===== config.mk =====
export PLATFORM = sky130hd
export DESIGN_NAME = mem_wb_stage
export DESIGN_NICKNAME = d
export VERILOG_FILES = /design/src/rtl/mem_wb_stage.sv
export SDC_FILE = /design/constraint.sdc
export NUM_CORES = 1
export LEC_CHECK = 0
export CAP_MARGIN = 10
export CORE_ASPECT_RATIO = 0.9
export CORE_UTILIZATION = 52
export DETAILED_ROUTE_END_ITERATION = 6
export GPL_TIMING_DRIVEN = 0
export PLACE_DENSITY = 0.86
export SLEW_MARGIN = 20
export SYNTH_ARGS = -nofsm -noshare
export SYNTH_HDL_FRONTEND = slang
export SYNTH_SLANG_ARGS = --single-unit

===== constraint.sdc =====
create_clock -name clk -period 4.9 [get_ports clk]
set_input_delay 0.735 -clock clk [delete_from_list [all_inputs] [get_ports clk]]
set_output_delay 0.735 -clock clk [all_outputs]
set_load 0.02 [all_outputs]

===== src/rtl/mem_wb_stage.sv =====
// MEM/WB pipeline register with load extraction, register-file write port
// generation, misaligned-load detection and a retired-instruction counter.
module mem_wb_stage #(
    parameter bit COUNT_EN = 1'b1
) (
    input  logic        clk,
    input  logic        rst,
    input  logic        valid_i,
    input  logic        reg_write_i,
    input  logic [4:0]  rd_i,
    input  logic [1:0]  wb_sel_i,
    input  logic [2:0]  funct3_i,
    input  logic [31:0] alu_result_i,
    input  logic [31:0] pc_plus4_i,
    input  logic [31:0] load_data_i,
    input  logic        stall_i,
    input  logic        flush_i,
    output logic [4:0]  rd,
    output logic [31:0] rd_wr_data,
    output logic        rd_wr_en,
    output logic        load_misaligned,
    output logic [31:0] instret
);

    // Handshake: valid_i qualifies the MEM-stage entry; it is captured on every
    // rising edge with stall_i low. stall_i high freezes the WB entry (fresh
    // drops so side effects fire once per entry); flush_i kills the entry being
    // captured and wins over stall_i.
    localparam logic [1:0] WB_ALU  = 2'b00;
    localparam logic [1:0] WB_LOAD = 2'b01;
    localparam logic [1:0] WB_PC4  = 2'b10;

    logic        valid_q;
    logic        fresh_q;
    logic        reg_write_q;
    logic [4:0]  rd_q;
    logic [1:0]  wb_sel_q;
    logic [31:0] alu_result_q;
    logic [2:0]  funct3_q;
    logic [31:0] pc_plus4_q;
    logic [31:0] load_data_q;

    logic [1:0]  off;
    logic [7:0]  byte_sel;
    logic [15:0] half_sel;
    logic [31:0] load_val;
    logic        is_load;
    logic        misaligned;

    always_ff @(posedge clk or negedge rst) begin
        if (!rst) begin
            valid_q      <= 1'b0;
            fresh_q      <= 1'b0;
            reg_write_q  <= 1'b0;
            rd_q         <= 5'd0;
            wb_sel_q     <= WB_ALU;
            alu_result_q <= 32'h0;
        end else if (flush_i && stall_i) begin
            valid_q <= 1'b0;
            fresh_q <= 1'b0;
        end else if (!stall_i) begin
            valid_q      <= valid_i & ~flush_i;
            fresh_q      <= 1'b1;
            reg_write_q  <= reg_write_i;
            rd_q         <= rd_i;
            wb_sel_q     <= wb_sel_i;
            alu_result_q <= alu_result_i;
        end else begin
            fresh_q <= 1'b0;
        end
    end

    // Pure datapath fields: no reset needed, they are only observed behind valid.
    always_ff @(posedge clk) begin
        if (!stall_i) begin
            funct3_q    <= funct3_i;
            pc_plus4_q  <= pc_plus4_i;
            load_data_q <= load_data_i;
        end
    end

    always_comb begin
        off = alu_result_q[1:0];
        case (off)
            2'd0:    byte_sel = load_data_q[7:0];
            2'd1:    byte_sel = load_data_q[15:8];
            2'd2:    byte_sel = load_data_q[23:16];
            default: byte_sel = load_data_q[31:24];
        endcase
        half_sel = off[1] ? load_data_q[31:16] : load_data_q[15:0];

        case (funct3_q)
            3'b000:  load_val = {{24{byte_sel[7]}}, byte_sel};
            3'b001:  load_val = {{16{half_sel[15]}}, half_sel};
            3'b100:  load_val = {24'h0, byte_sel};
            3'b101:  load_val = {16'h0, half_sel};
            default: load_val = load_data_q;
        endcase

        is_load = (wb_sel_q == WB_LOAD);
        case (funct3_q)
            3'b000, 3'b100: misaligned = 1'b0;
            3'b001, 3'b101: misaligned = is_load & off[0];
            default:        misaligned = is_load & (off != 2'd0);
        endcase
    end

    always_comb begin
        rd = rd_q;
        case (wb_sel_q)
            WB_ALU:  rd_wr_data = alu_result_q;
            WB_LOAD: rd_wr_data = load_val;
            WB_PC4:  rd_wr_data = pc_plus4_q;
            default: rd_wr_data = 32'h0;
        endcase
        rd_wr_en        = valid_q & reg_write_q & (rd_q != 5'd0) & ~misaligned;
        load_misaligned = valid_q & fresh_q & misaligned;
    end

    generate
        if (COUNT_EN) begin : g_instret
            logic [31:0] instret_q;
            always_ff @(posedge clk or negedge rst) begin
                if (!rst) begin
                    instret_q <= 32'h0;
                end else if (valid_q && fresh_q) begin
                    instret_q <= instret_q + 32'd1;
                end
            end
            assign instret = instret_q;
        end else begin : g_no_instret
            assign instret = 32'h0;
        end
    endgenerate

endmodule


Word-level counts from Yosys, hierarchy flattened
Cells that the tools add are included.
{"block": "totals", "regBits": 141, "wordCells": 50}
{"block": "op_classes", "add_sub_neg": 1, "n_eq_ne": 8, "mux": 9, "n_bitwise": 12, "n_reduce_logical": 10}
{"op": "$pmux 32 s4", "count": 1}
{"op": "$pmux 32 s3", "count": 1}
{"op": "$add 32x1->32 const B", "count": 1}
{"op": "$pmux 8 s3", "count": 1}
{"op": "$mux 16", "count": 1}
{"op": "$and 1x1->1", "count": 8}
{"op": "$eq 3x3->1 const B", "count": 2}
{"op": "$reduce_bool 5->1", "count": 1}
{"op": "$eq 2x1->1 const B", "count": 2}
{"op": "$eq 2x2->1 const B", "count": 2}
{"op": "$logic_not 2->1", "count": 2}
{"op": "$mux 1", "count": 4}
{"op": "$not 1->1", "count": 4}
{"op": "$reduce_or 2->1", "count": 2}
{"op": "$eq 3x1->1 const B", "count": 1}
{"op": "$logic_not 3->1", "count": 1}
{"op": "$logic_and 1x1->1", "count": 2}
{"op": "$ne 2x1->1 const B", "count": 1}
{"op": "$pmux 1 s2", "count": 1}
{"op": "$reduce_and 2->1", "count": 1}
{"op": "$reduce_bool 2->1", "count": 1}

Depth between registers and ports, before layout
{"block": "depth", "word_depth": 5, "mapped_depth": 7, "mapped_depth_nobuf": 5}

Least setup slack after synthesis
OpenSTA, ideal clock, no wires.
{"block": "synth_path", "path_kind": "in2reg", "startpoint": "input port stall_i", "endpoint": "register funct3_q[0], enable pin", "arrival_ps": 2475, "required_ps": 4479, "slack_ps": 2004, "stages": 3, "path_cell_list": "clkbuf_1 > clkbuf_1 > inv_1"}
{"item": "start: declaration", "line": "16", "source": "input logic stall_i,"}
{"item": "end signal: assignment", "line": "76", "source": "funct3_q <= funct3_i;"}
{"item": "end: declaration", "line": "39", "source": "logic [2:0] funct3_q;"}
No word-level cell between the ends.

Worst setup path in the final report
{"block": "layout_path", "startpoint": "register wb_sel_q[1]", "endpoint": "output port rd_wr_data[24]"}
{"block": "layout_via", "elab_chain_len": 2}
{"item": "start: declaration", "line": "37", "source": "logic [1:0] wb_sel_q;"}
{"item": "start signal: assignment", "line": "66", "source": "wb_sel_q <= wb_sel_i;"}
{"item": "$eq 2x2->1 (tied with other cells)", "line": "110", "source": "case (wb_sel_q)"}
{"item": "$pmux 32 s3 *", "line": "110"}
{"item": "end: declaration", "line": "19", "source": "output logic [31:0] rd_wr_data,"}
Mark *: on every way between the ends. The rest lies on a longest branch, timed or not.

==> results.yml <==
clock_network:
  cts_buffers: 17
  cts.sink_count: 141
  cts_max_level: 4
  cts_resized: 0
  cts_tree: "built"
  clock-root-buffer: "clkbuf_16"
  cts_buffer_depth: 2
  clk_pin_slew_worst_paths_ns: 0.06
  cts_hold_buf: 0
  clock_latency_ns: 0.41
  post_cts_buffers: 0
sta:
  skew_ns: 0.00582
  period_minus_slack_ns: 3.48
  drv_slew: 0
  fin_crit_sh_pct: 71.0
  max_slew_margin_pct: 40.1
  finalSetupViolations: 0
  hold_violations: 0
  max_freq_mhz: 287
  finalSetupTns_ns: 0
  tightestPinTransition_ns: 0.898
  rsz0062_at_grt: "false"
cells_and_area:
  final_cell_mix: "clkdlybuf4s50_1 (180), dfrtp_1 (74), edfxtp_1 (67)"
  nFillCells: 692
  final_common_cell: "clkdlybuf4s50_1"
  ff_latch_area_um2: 3860
  area_growth_pct: 42.1
  design_area_um2: 9020
  postLayoutCoreUtil_pct: 77.3
  diodes: 0
  final_layout_size_suffix_gt1_share_pct: 14.7
  finalNetCount: 787
  multi_input_area_um2: 2320
floorplan:
  die_w_um: 118
  die_area_um2: 12700
  ioPinCount: 183
  num_rows: 37
  core_area_um2: 11700
  initial_utilization_pct: 54.4
  die_h_um: 107
global_routing:
  grt_pass1_wl_um: 27000
  grt_use_met1_pct: 37.1
  overflow: 0
  track_usage_pct: 28.5
  grt.met3_usage_pct: 7.07
  grt_pass1_vias: 4942
  grt_max_degree: 58
  grt_antenna_before_repair: 0
  use_met2_pct: 46.3
  busiest_layer: "met2"
yosys:
  synthCells: 472
  ys_seq_area_share_pct: 60.8
  synthFlopType: "dfrtp_1"
  synthTopCellsByArea: "edfxtp_1 (32%), dfrtp_1 (29%), mux2_2 (7.3%)"
  synth_top_area_share_pct: 31.7
  yosysWarnings: 0
  synthArstFlopShare_pct: 52.5
  syn_area_per_cell_um2: 13.5
  synth_edf_count: 67
  ys_ff_latch: 141
  synth_nets: 585
  synth_area_um2: 6350
  yosysUniqueCellTypes: 49
  synth_area_leader_cell: "edfxtp_1"
critical_path:
  setup.worst_path.end_class: "primary output"
  worstSetupPathType: "reg -> out"
  worstPathCellList: "clkbuf_1 -> nand2b_1 -> buf_2 -> nor2_2 -> buf_2 -> nand2_1 -> o211ai_1 -> clkdlybuf4s50_1"
  critical_path_buf_inv_count: 4
  slowest_delay_ns: 0.63
  critical_path.startpoint_type: "register"
  crit_top_cell: "buf_2"
  cp_top_family: "buffers and inverters"
  worst-path-stages: 8
  critPathMaxFanout: 10
  reg2reg_depth: 6
  worst_ep_arrival_time_ns: 2.75
  worst_path_max_delay_cell: "clkdlybuf4s50_1"
  required_ns: 4.16
power_and_ir_drop:
  p_leak_uw: 0.00357
  total_power_uw: 3340
  pwr-share-seq_pct: 42.1
  p_int_uw: 2500
  power_density_nw_per_um2: 370
  pwr-share-clk_pct: 39.5
  vdd_ir_drop_max_v: 0.000315
  pwr-share-comb_pct: 18.4
  p_sw_uw: 847
  sw_frac_of_total_pct: 25.3
routing:
  vias: 4828
  drc_errors: 0
  wire_per_inst_um: 20.6
  first_pass_iters: 5
  drtAntennaViolNets: 0
  via_per_inst: 5.73
  routed_wl_um: 17400
  drt_iter0_markers: 349
hold_path:
  hold_path.class: "in -> async"
placement:
  post_dp_cell_area_um2: 8410
  port_buffers: 181
  dpl.hpwl_um: 12200
  globalplace.congestion: 0.865
run:
  max-cap-violations: 0
run_status:
  status: "finished clean"
cell usage after synthesis (2+ instances only):
master    instances
a211oi_1         11
a21oi_1          10
a22o_1            3
a22oi_1           3
and2_1            3
and3_1            4
and3_2            2
buf_1             2
buf_2            10
buf_4             2
buf_6             2
clkbuf_1         13
dfrtp_1          74
edfxtp_1         67
inv_1             7
mux2_2           41
mux2i_1          41
nand2_1          29
nand2b_1          2
nand3_1          11
nand4_1          13
nand4b_1          3
nor2_1           15
nor2b_1          14
nor3_1            2
nor4_4            2
o211ai_1         18
o21ai_0           5
o21ai_1           4
o221ai_1          7
o22ai_1           5
xnor2_1          28
xor2_1            3
power by group through the flow:
| stage | clock (uW) | combinational [uW] | sequential [uW] |
|---|---|---|---|
| after floorplan | 0 | 288 | 1430 |
| after global placement | 0 | 592 | 1420 |
| after detailed placement | 0 | 612 | 1420 |
| after CTS | 1330 | 619 | 1410 |
| after global routing | 1380 | 652 | 1420 |
| final | 1320 | 617 | 1410 |
sequential cells by signal, indices dropped and copies added, names as in the netlist:
signal / count
funct3_q: 3
instret: 32
valid_q: 1
reg_write_q: 1
load_data_q: 32
pc_plus4_q: 32
fresh_q: 1
alu_result_q: 32
wb_sel_q: 2
rd: 5
layout make-up:
cell class	instances	share of cell area [%]
clock inverters	11	1.54
plain buffers	29	1.59
multi-input cells	295	25.7
flip-flops and latches	141	42.8
inverters	7	0.319
well taps	156	2.16
repair buffers	183	20.7
clock buffers	21	5.23
final timing paths:
kind	slack [ns]	from	end
min in group clk	0.49	instret[20]	instret[20]
max reg2reg	3.08	instret[0]	instret[22]
min reg2reg	0.49	instret[20]	instret[20]
max	1.42	wb_sel_q[1]	rd_wr_data[24]
min	0.26	rst	alu_result_q[21]
max in group asynchronous	4.05	rst	alu_result_q[31]
cells by family (layout without fill, tap and decap cells):
family | count (synthesis) | after routing | share of synthesized area [%]
DFF | 141 | 141 | 60.8
and+or+nand+nor | 109 | 109 | 9.97
muxes | 83 | 83 | 14.1
AOI/OAI and AO/OA | 71 | 71 | 7.94
buffers and inverters | 36 | 251 | 2.68
xor gates and xnor gates | 31 | 31 | 4.28
adders and majority gates | 1 | 1 | 0.197
stage by stage:
step / cells / worst slack (ns) / hold slack [ns]
5_1_grt: 843 / 1.23 / 0.279
4_1_cts: 843 / 1.37 / 0.264
3_3_place_gp: 809 / 0.442 / 0.465
6_report: 843 / 1.42 / 0.261
2_1_floorplan: 472 / 2.00 / 0.439
3_5_place_dp: 811 / 1.83 / 0.482
routing by layer:
layer / wire length [um] / vias to the layer above
met3: 1400 / 37
met1: 7130 / 2372
met5: 0 / -
met2: 8380 / 253
li1: - / 2166
met4: 475 / 0
(Power assumes the default switching activity.)
